### config.mk
export PLATFORM = sky130hd
export DESIGN_NAME = ctrl_seq_fsm
export DESIGN_NICKNAME = d
export VERILOG_FILES = /design/src/rtl/ctrl_seq_fsm.sv
export SDC_FILE = /design/constraint.sdc
export NUM_CORES = 1
export LEC_CHECK = 0
export ABC_AREA = 1
export BUFFER_PORTS_ARGS = -buffer_cell sky130_fd_sc_hd__clkbuf_2
export CAP_MARGIN = 25
export CELL_PAD_IN_SITES_DETAIL_PLACEMENT = 1
export CELL_PAD_IN_SITES_GLOBAL_PLACEMENT = 1
export CORE_MARGIN = 5
export CORE_UTILIZATION = 37
export CTS_BUF_LIST = sky130_fd_sc_hd__clkbuf_4 sky130_fd_sc_hd__clkbuf_8
export DETAILED_ROUTE_END_ITERATION = 10
export PLACE_DENSITY_LB_ADDON = 0.15
export SYNTH_ARGS = -nofsm -noshare
export SYNTH_HDL_FRONTEND = slang
export SYNTH_SLANG_ARGS = --single-unit
### constraint.sdc
create_clock -name clk -period 3.5 [get_ports clk]
set_input_delay 0.525 -clock clk [delete_from_list [all_inputs] [get_ports clk]]
set_output_delay 0.525 -clock clk [all_outputs]
set_load 0.02 [all_outputs]
### src/rtl/ctrl_seq_fsm.sv
// Per-request crypto sequencer: key read, text read, accelerator exec, write-back, completion.
// Optional ack-timeout retry is enabled by defining ACK_TIMEOUT_EN.
module ctrl_seq_fsm #(
    parameter int                     ADDR_W        = 10,
    parameter int                     CPU_OPCODE_W  = 2,
    parameter int                     OPCODE_W      = 2,
    parameter int                     WIDTH_ENC_W   = 3,
    parameter int                     SRC_ID_W      = 4,
    parameter int                     OUR_SRC_ID    = 0,
    parameter logic [WIDTH_ENC_W-1:0] KEY_WIDTH_ENC = WIDTH_ENC_W'(4),
    parameter int                     TIMEOUT_CYC   = 64,
    parameter int                     MAX_RETRY     = 3
) (
    input  logic                    clk,
    input  logic                    rst_n,
    input  logic                    cpu_req_valid,
    output logic                    cpu_req_ready,
    input  logic [CPU_OPCODE_W-1:0] cpu_req_opcode,
    input  logic [ADDR_W-1:0]       cpu_req_key_addr,
    input  logic [ADDR_W-1:0]       cpu_req_text_addr,
    input  logic [WIDTH_ENC_W-1:0]  cpu_req_text_width,
    input  logic                    mem_ready,
    input  logic                    arb_won,
    input  logic                    ack,
    input  logic                    ack_tag,
    output logic                    req_valid,
    output logic [ADDR_W-1:0]       req_addr,
    output logic [WIDTH_ENC_W-1:0]  req_width,
    output logic [OPCODE_W-1:0]     req_opcode,
    output logic                    req_accel_op,
    output logic [SRC_ID_W-1:0]     req_source_id,
    output logic                    req_tag,
    output logic                    req_is_mem,
    output logic                    cmpl_valid,
    output logic [ADDR_W-1:0]       cmpl_addr,
    output logic [SRC_ID_W-1:0]     cmpl_source_id,
    output logic                    cmpl_err,
    input  logic                    serializer_arb_won
);
    // state      | meaning
    // IDLE       | waiting for a CPU request
    // RD_KEY     | key read from memory (AES only)
    // RD_TEXT    | text read from memory
    // EXEC       | accelerator execute command
    // WB         | write-back address (tag 0) and data (tag 1)
    // COMPLETE   | completion offered to the serializer
    typedef enum logic [2:0] {S_IDLE, S_RD_KEY, S_RD_TEXT, S_EXEC, S_WB, S_COMPLETE} state_t;

    localparam logic [CPU_OPCODE_W-1:0] OP_AES_DEC  = CPU_OPCODE_W'(1);
    localparam logic [CPU_OPCODE_W-1:0] OP_SHA      = CPU_OPCODE_W'(2);
    localparam logic [CPU_OPCODE_W-1:0] OP_RESERVED = CPU_OPCODE_W'(3);
    localparam logic [OPCODE_W-1:0] NOC_MEM_READ   = OPCODE_W'(0);
    localparam logic [OPCODE_W-1:0] NOC_WRITE_ADDR = OPCODE_W'(1);
    localparam logic [OPCODE_W-1:0] NOC_WRITE_DATA = OPCODE_W'(2);
    localparam logic [OPCODE_W-1:0] NOC_EXEC       = OPCODE_W'(3);

    state_t                  state, state_next;
    logic [CPU_OPCODE_W-1:0] op_q;
    logic [ADDR_W-1:0]       key_addr_q, text_addr_q;
    logic [WIDTH_ENC_W-1:0]  text_width_q;
    logic [1:0]              issued, acked, win_mask, ack_mask;
    logic                    accept, issue_state, cur_tag, gate, win, ack_hit;
    logic                    timeout, retry_exhausted;

    assign accept       = cpu_req_valid && (state == S_IDLE) && (cpu_req_opcode != OP_RESERVED);
    assign issue_state  = (state == S_RD_KEY) || (state == S_RD_TEXT) || (state == S_EXEC) || (state == S_WB);
    assign cur_tag      = (state == S_WB) && issued[0];
    assign win          = req_valid && arb_won;
    assign ack_hit      = issue_state && ack && issued[ack_tag] && !acked[ack_tag];
    assign win_mask     = {win && cur_tag, win && !cur_tag};
    assign ack_mask     = {ack_hit && ack_tag, ack_hit && !ack_tag};
    assign req_source_id  = SRC_ID_W'(OUR_SRC_ID);
    assign cmpl_source_id = SRC_ID_W'(OUR_SRC_ID);

    always_comb begin
        cpu_req_ready = 1'b0;
        gate          = 1'b0;
        req_addr      = '0;
        req_width     = '0;
        req_opcode    = '0;
        req_accel_op  = 1'b0;
        req_tag       = 1'b0;
        req_is_mem    = 1'b0;
        cmpl_valid    = 1'b0;
        cmpl_addr     = '0;
        case (state)
            S_IDLE: cpu_req_ready = 1'b1;
            S_RD_KEY: begin
                gate       = mem_ready;
                req_addr   = key_addr_q;
                req_width  = KEY_WIDTH_ENC;
                req_opcode = NOC_MEM_READ;
                req_is_mem = 1'b1;
            end
            S_RD_TEXT: begin
                gate       = mem_ready;
                req_addr   = text_addr_q;
                req_width  = text_width_q;
                req_opcode = NOC_MEM_READ;
                req_is_mem = 1'b1;
            end
            S_EXEC: begin
                gate         = 1'b1;
                req_opcode   = NOC_EXEC;
                req_accel_op = (op_q == OP_AES_DEC);
            end
            S_WB: begin
                req_addr  = text_addr_q;
                req_width = text_width_q;
                // data packet follows the address packet as soon as the address wins
                if (!cur_tag) begin
                    gate       = mem_ready;
                    req_opcode = NOC_WRITE_ADDR;
                    req_is_mem = 1'b1;
                end else begin
                    gate       = 1'b1;
                    req_opcode = NOC_WRITE_DATA;
                    req_tag    = 1'b1;
                end
            end
            S_COMPLETE: begin
                cmpl_valid = 1'b1;
                cmpl_addr  = text_addr_q;
            end
            default: ;
        endcase
        req_valid = issue_state && !issued[cur_tag] && gate;
    end

    always_comb begin
        state_next = state;
        case (state)
            S_IDLE:     if (accept) state_next = (cpu_req_opcode == OP_SHA) ? S_RD_TEXT : S_RD_KEY;
            S_RD_KEY:   if (acked[0]) state_next = S_RD_TEXT;
            S_RD_TEXT:  if (acked[0]) state_next = S_EXEC;
            S_EXEC:     if (acked[0]) state_next = S_WB;
            S_WB:       if (acked == 2'b11) state_next = S_COMPLETE;
            S_COMPLETE: if (serializer_arb_won) state_next = S_IDLE;
            default:    state_next = S_IDLE;
        endcase
        if (retry_exhausted) state_next = S_COMPLETE;
    end

    always_ff @(posedge clk) begin
        if (!rst_n) begin
            state        <= S_IDLE;
            op_q         <= '0;
            key_addr_q   <= '0;
            text_addr_q  <= '0;
            text_width_q <= '0;
            issued       <= '0;
            acked        <= '0;
        end else begin
            state <= state_next;
            if (accept) begin
                op_q         <= cpu_req_opcode;
                key_addr_q   <= cpu_req_key_addr;
                text_addr_q  <= cpu_req_text_addr;
                text_width_q <= cpu_req_text_width;
            end
            if (state_next != state) begin
                issued <= '0;
                acked  <= '0;
            end else begin
                issued <= (timeout ? (issued & acked) : issued) | win_mask;
                acked  <= acked | ack_mask;
            end
        end
    end

`ifdef ACK_TIMEOUT_EN
    localparam int TO_W = ($clog2(TIMEOUT_CYC) > 0) ? $clog2(TIMEOUT_CYC) : 1;
    localparam int RT_W = ($clog2(MAX_RETRY + 1) > 0) ? $clog2(MAX_RETRY + 1) : 1;

    logic [TO_W-1:0] to_cnt;
    logic [RT_W-1:0] retry_cnt;
    logic            pending, err_q;

    // the winning cycle counts as the first waiting cycle
    assign pending         = issue_state && ((|(issued & ~acked)) || win);
    assign timeout         = pending && !ack_hit && (to_cnt == '0);
    assign retry_exhausted = timeout && (int'(retry_cnt) == MAX_RETRY);
    assign cmpl_err        = err_q && (state == S_COMPLETE);

    always_ff @(posedge clk) begin
        if (!rst_n) begin
            to_cnt    <= TO_W'(TIMEOUT_CYC - 1);
            retry_cnt <= '0;
            err_q     <= 1'b0;
        end else begin
            if ((state_next != state) || ack_hit || timeout || !pending)
                to_cnt <= TO_W'(TIMEOUT_CYC - 1);
            else
                to_cnt <= to_cnt - TO_W'(1);
            if (state_next != state) retry_cnt <= '0;
            else if (timeout)        retry_cnt <= retry_cnt + RT_W'(1);
            if (retry_exhausted) err_q <= 1'b1;
            else if (accept)     err_q <= 1'b0;
        end
    end
`else
    assign timeout         = 1'b0;
    assign retry_exhausted = 1'b0;
    assign cmpl_err        = 1'b0;
`endif
endmodule

==> results.py <==
metrics = {
    "final_layout": {
        "final_nets": 335,
        "design_area_sq_um": 2140,
        "fillers": 642,
        "drive_gt1_share_pct": 33.0,
        "area.growth.synth_to_final_pct": 21.9,
        "n_antenna_cell": 0,
        "fin_util_pct": 45.8,
    },
    "yosys": {
        "syn-mean-instance-area_sq_um": 7.21,
        "synth_ff_type": "dfxtp_1",
        "netlist_top_cells_count": "41 x nor2_1, 32 x dfxtp_1, 32 x nand2_1, 32 x o21ai_0, 23 x inv_1",
        "post-synth-top-area-cell": "dfxtp_1",
        "synth_area_sq_um": 1750,
        "synthArstFlopShare_pct": 0,
        "yosysMostFrequentCell": "nor2_1",
        "synth-edff-count": 0,
        "ys_ff_latch": 32,
        "ys_seq_area_share_pct": 36.6,
        "postSynthCellCount": 243,
        "synth_area_leaders": "dfxtp_1 37%, o21ai_0 9.1%, nor2_1 8.8%",
        "synth_top_area_share_pct": 36.6,
        "yosys_warnings": 0,
        "ys_types": 34,
    },
    "grt": {
        "grt_overflow": 0,
        "grt_util_met1_pct": 20.4,
        "grt_first_pass_wirelength_um": 8010,
        "grt_use_met2_pct": 27.4,
        "track_usage_pct": 16.1,
        "grt_pass1_vias": 1753,
        "top_usage_layer": "met2",
        "grt_max_degree": 38,
        "use_met3_pct": 3.63,
        "antenna_found_initial": 0,
    },
    "placement": {
        "place_area_sq_um": 2020,
        "io_buffers": 63,
        "hpwl_um": 3750,
        "gp_congestion": 0.890,
    },
    "min_path": {
        "hp-class": "register to register",
        "holdPathStages": 2,
        "whs_endpoint": "text_width_q[1]",
        "min_from": "text_width_q[1]",
    },
    "floorplan": {
        "die_x_um": 78.8,
        "initial_core_util_pct": 37.6,
        "rows": 25,
        "io_pins": 73,
        "core-area_sq_um": 4660,
        "die_area_sq_um": 6210,
        "die-height_um": 78.8,
    },
    "setup_path": {
        "crit_path_start_kind": "register",
        "timing.rr.end": "acked[1]",
        "required_ns": 2.97,
        "rrSetupSlack_ns": 1.84,
        "rr_worst_depth": 7,
        "r2r_start": "state[0]",
        "path_class": "register to output pin",
        "critPathMaxFanout": 13,
        "worst-endpoint-arrival_ns": 1.77,
        "crit_path_end_kind": "output pin",
    },
    "routing": {
        "post-route-drc-count": 0,
        "vias_per_cell": 4.77,
        "vias": 1704,
        "drt_iter0_drc": 73,
        "detail_route.wl_per_cell_um": 13.7,
        "wirelength_um": 4890,
        "first_pass_iters": 4,
        "ant_nets": 0,
    },
    "timing": {
        "max_freq_mhz": 435,
        "max_slew_margin_pct": 66.3,
        "setup_violations": 0,
        "drv_slew": 0,
        "finalHoldViolations": 0,
        "worst_pin_slew_ns": 0.504,
        "fin_crit_ns": 2.30,
        "period_share_pct": 65.6,
        "clock_skew_ns": 0.00767,
        "tns_ns": 0,
        "rsz0062_at_grt": "false",
    },
    "clock_network": {
        "clock_latency_ns": 0.29,
        "cts_resized": 0,
        "hold_buffers": 0,
        "tritoncts": "yes",
        "cts_buffers": 5,
        "cts_setup_buffers": 0,
        "clockRootBuffer": "clkbuf_8",
        "clk_pin_slew_ns": 0.08,
        "cts.sinks": 32,
        "cts_max_path_buffers": 2,
        "cts.htree.levels": 2,
    },
    "power_and_ir_drop": {
        "ir_worst_vdd_mv": 0.153,
        "power_density_nw_per_um2": 439,
        "p_leak_nw": 1.05,
    },
    "flow_run": {
        "drv_cap": 0,
    },
    "outcome": {
        "status": "finished clean",
    },
}
-- cell usage in the layout (no fill, tap or decap), types with 7 or more instances in the layout --
master | netlist | final
nand3_1 | 7 | 7
inv_1 | 23 | 23
nor2_1 | 41 | 41
o21ai_0 | 32 | 32
nand2_1 | 32 | 32
conb_1 | 1 | 9
dfxtp_1 | 32 | 32
clkbuf_2 | 0 | 63
a21oi_1 | 13 | 13
-- worst max path at each step --
stage,from,to,slack (ns),cells after the start
floorplan,state[0],req_addr[1],1.51,7
global placement,state[0],req_addr[9],1.53,6
detailed placement,state[0],cmpl_addr[8],1.52,3
CTS,state[0],cmpl_addr[8],1.21,3
global route,state[0],req_addr[0],1.05,6
finish,state[0],req_addr[0],1.20,6
-- state kept, by name, indices dropped and copies added, names as in the netlist --
register / count
acked: 2
issued: 2
text_width_q: 3
text_addr_q: 10
state: 3
op_q: 2
key_addr_q: 10
-- final cells by class --
class | count | area [sq um] | share of cell area, %
multi-input combinational | 170 | 881 | 41.2
sequential | 32 | 641 | 30.0
timing repair buffer | 63 | 315 | 14.8
inverter | 30 | 120 | 5.62
clock buffer | 5 | 68.8 | 3.22
tap | 54 | 67.6 | 3.16
clock inverter | 3 | 42.5 | 1.99
-- where the power goes --
| part | internal [mW] | total, mW | switching, mW |
|---|---|---|---|
| combinational | 0.0536 | 0.166 | 0.113 |
| clock | 0.211 | 0.361 | 0.150 |
| sequential | 0.394 | 0.409 | 0.0154 |
-- per-stage QoR --
step                      cells  hold slack [ns]  worst slack [ns]  total power [mW]
final                       357            0.457              1.20             0.937
after global routing        357            0.462              1.05             0.983
after CTS                   357            0.458              1.21             0.949
after detailed placement    349            0.450              1.52             0.586
after global placement      349            0.445              1.53             0.583
after floorplan             251            0.429              1.51             0.548
-- per-layer routing --
metal  wire [um]  vias up
li1            -      881
met1        2260      776
met2        2310       42
met3         268        5
met4          53        0
met5           0        -
-- logic make-up (layout without fill, tap and decap cells) --
| group | after synthesis | count (layout) | share of synthesized area (%) |
|---|---|---|---|
| flops | 32 | 32 | 36.6 |
| other cells | 1 | 9 | 0.214 |
| compound gates | 61 | 61 | 20.1 |
| simple gates | 100 | 100 | 28.3 |
| buf+inv | 49 | 101 | 14.9 |
-- critical path, stage by stage (launching register included) --
cell and delay (ns):
dfxtp_1 0.57, inv_1 0.16, nand3_1 0.16, nand2_1 0.10, inv_2 0.20, o21ai_0 0.12
clkbuf_2 0.17
Power figures use the tool's default switching activity.
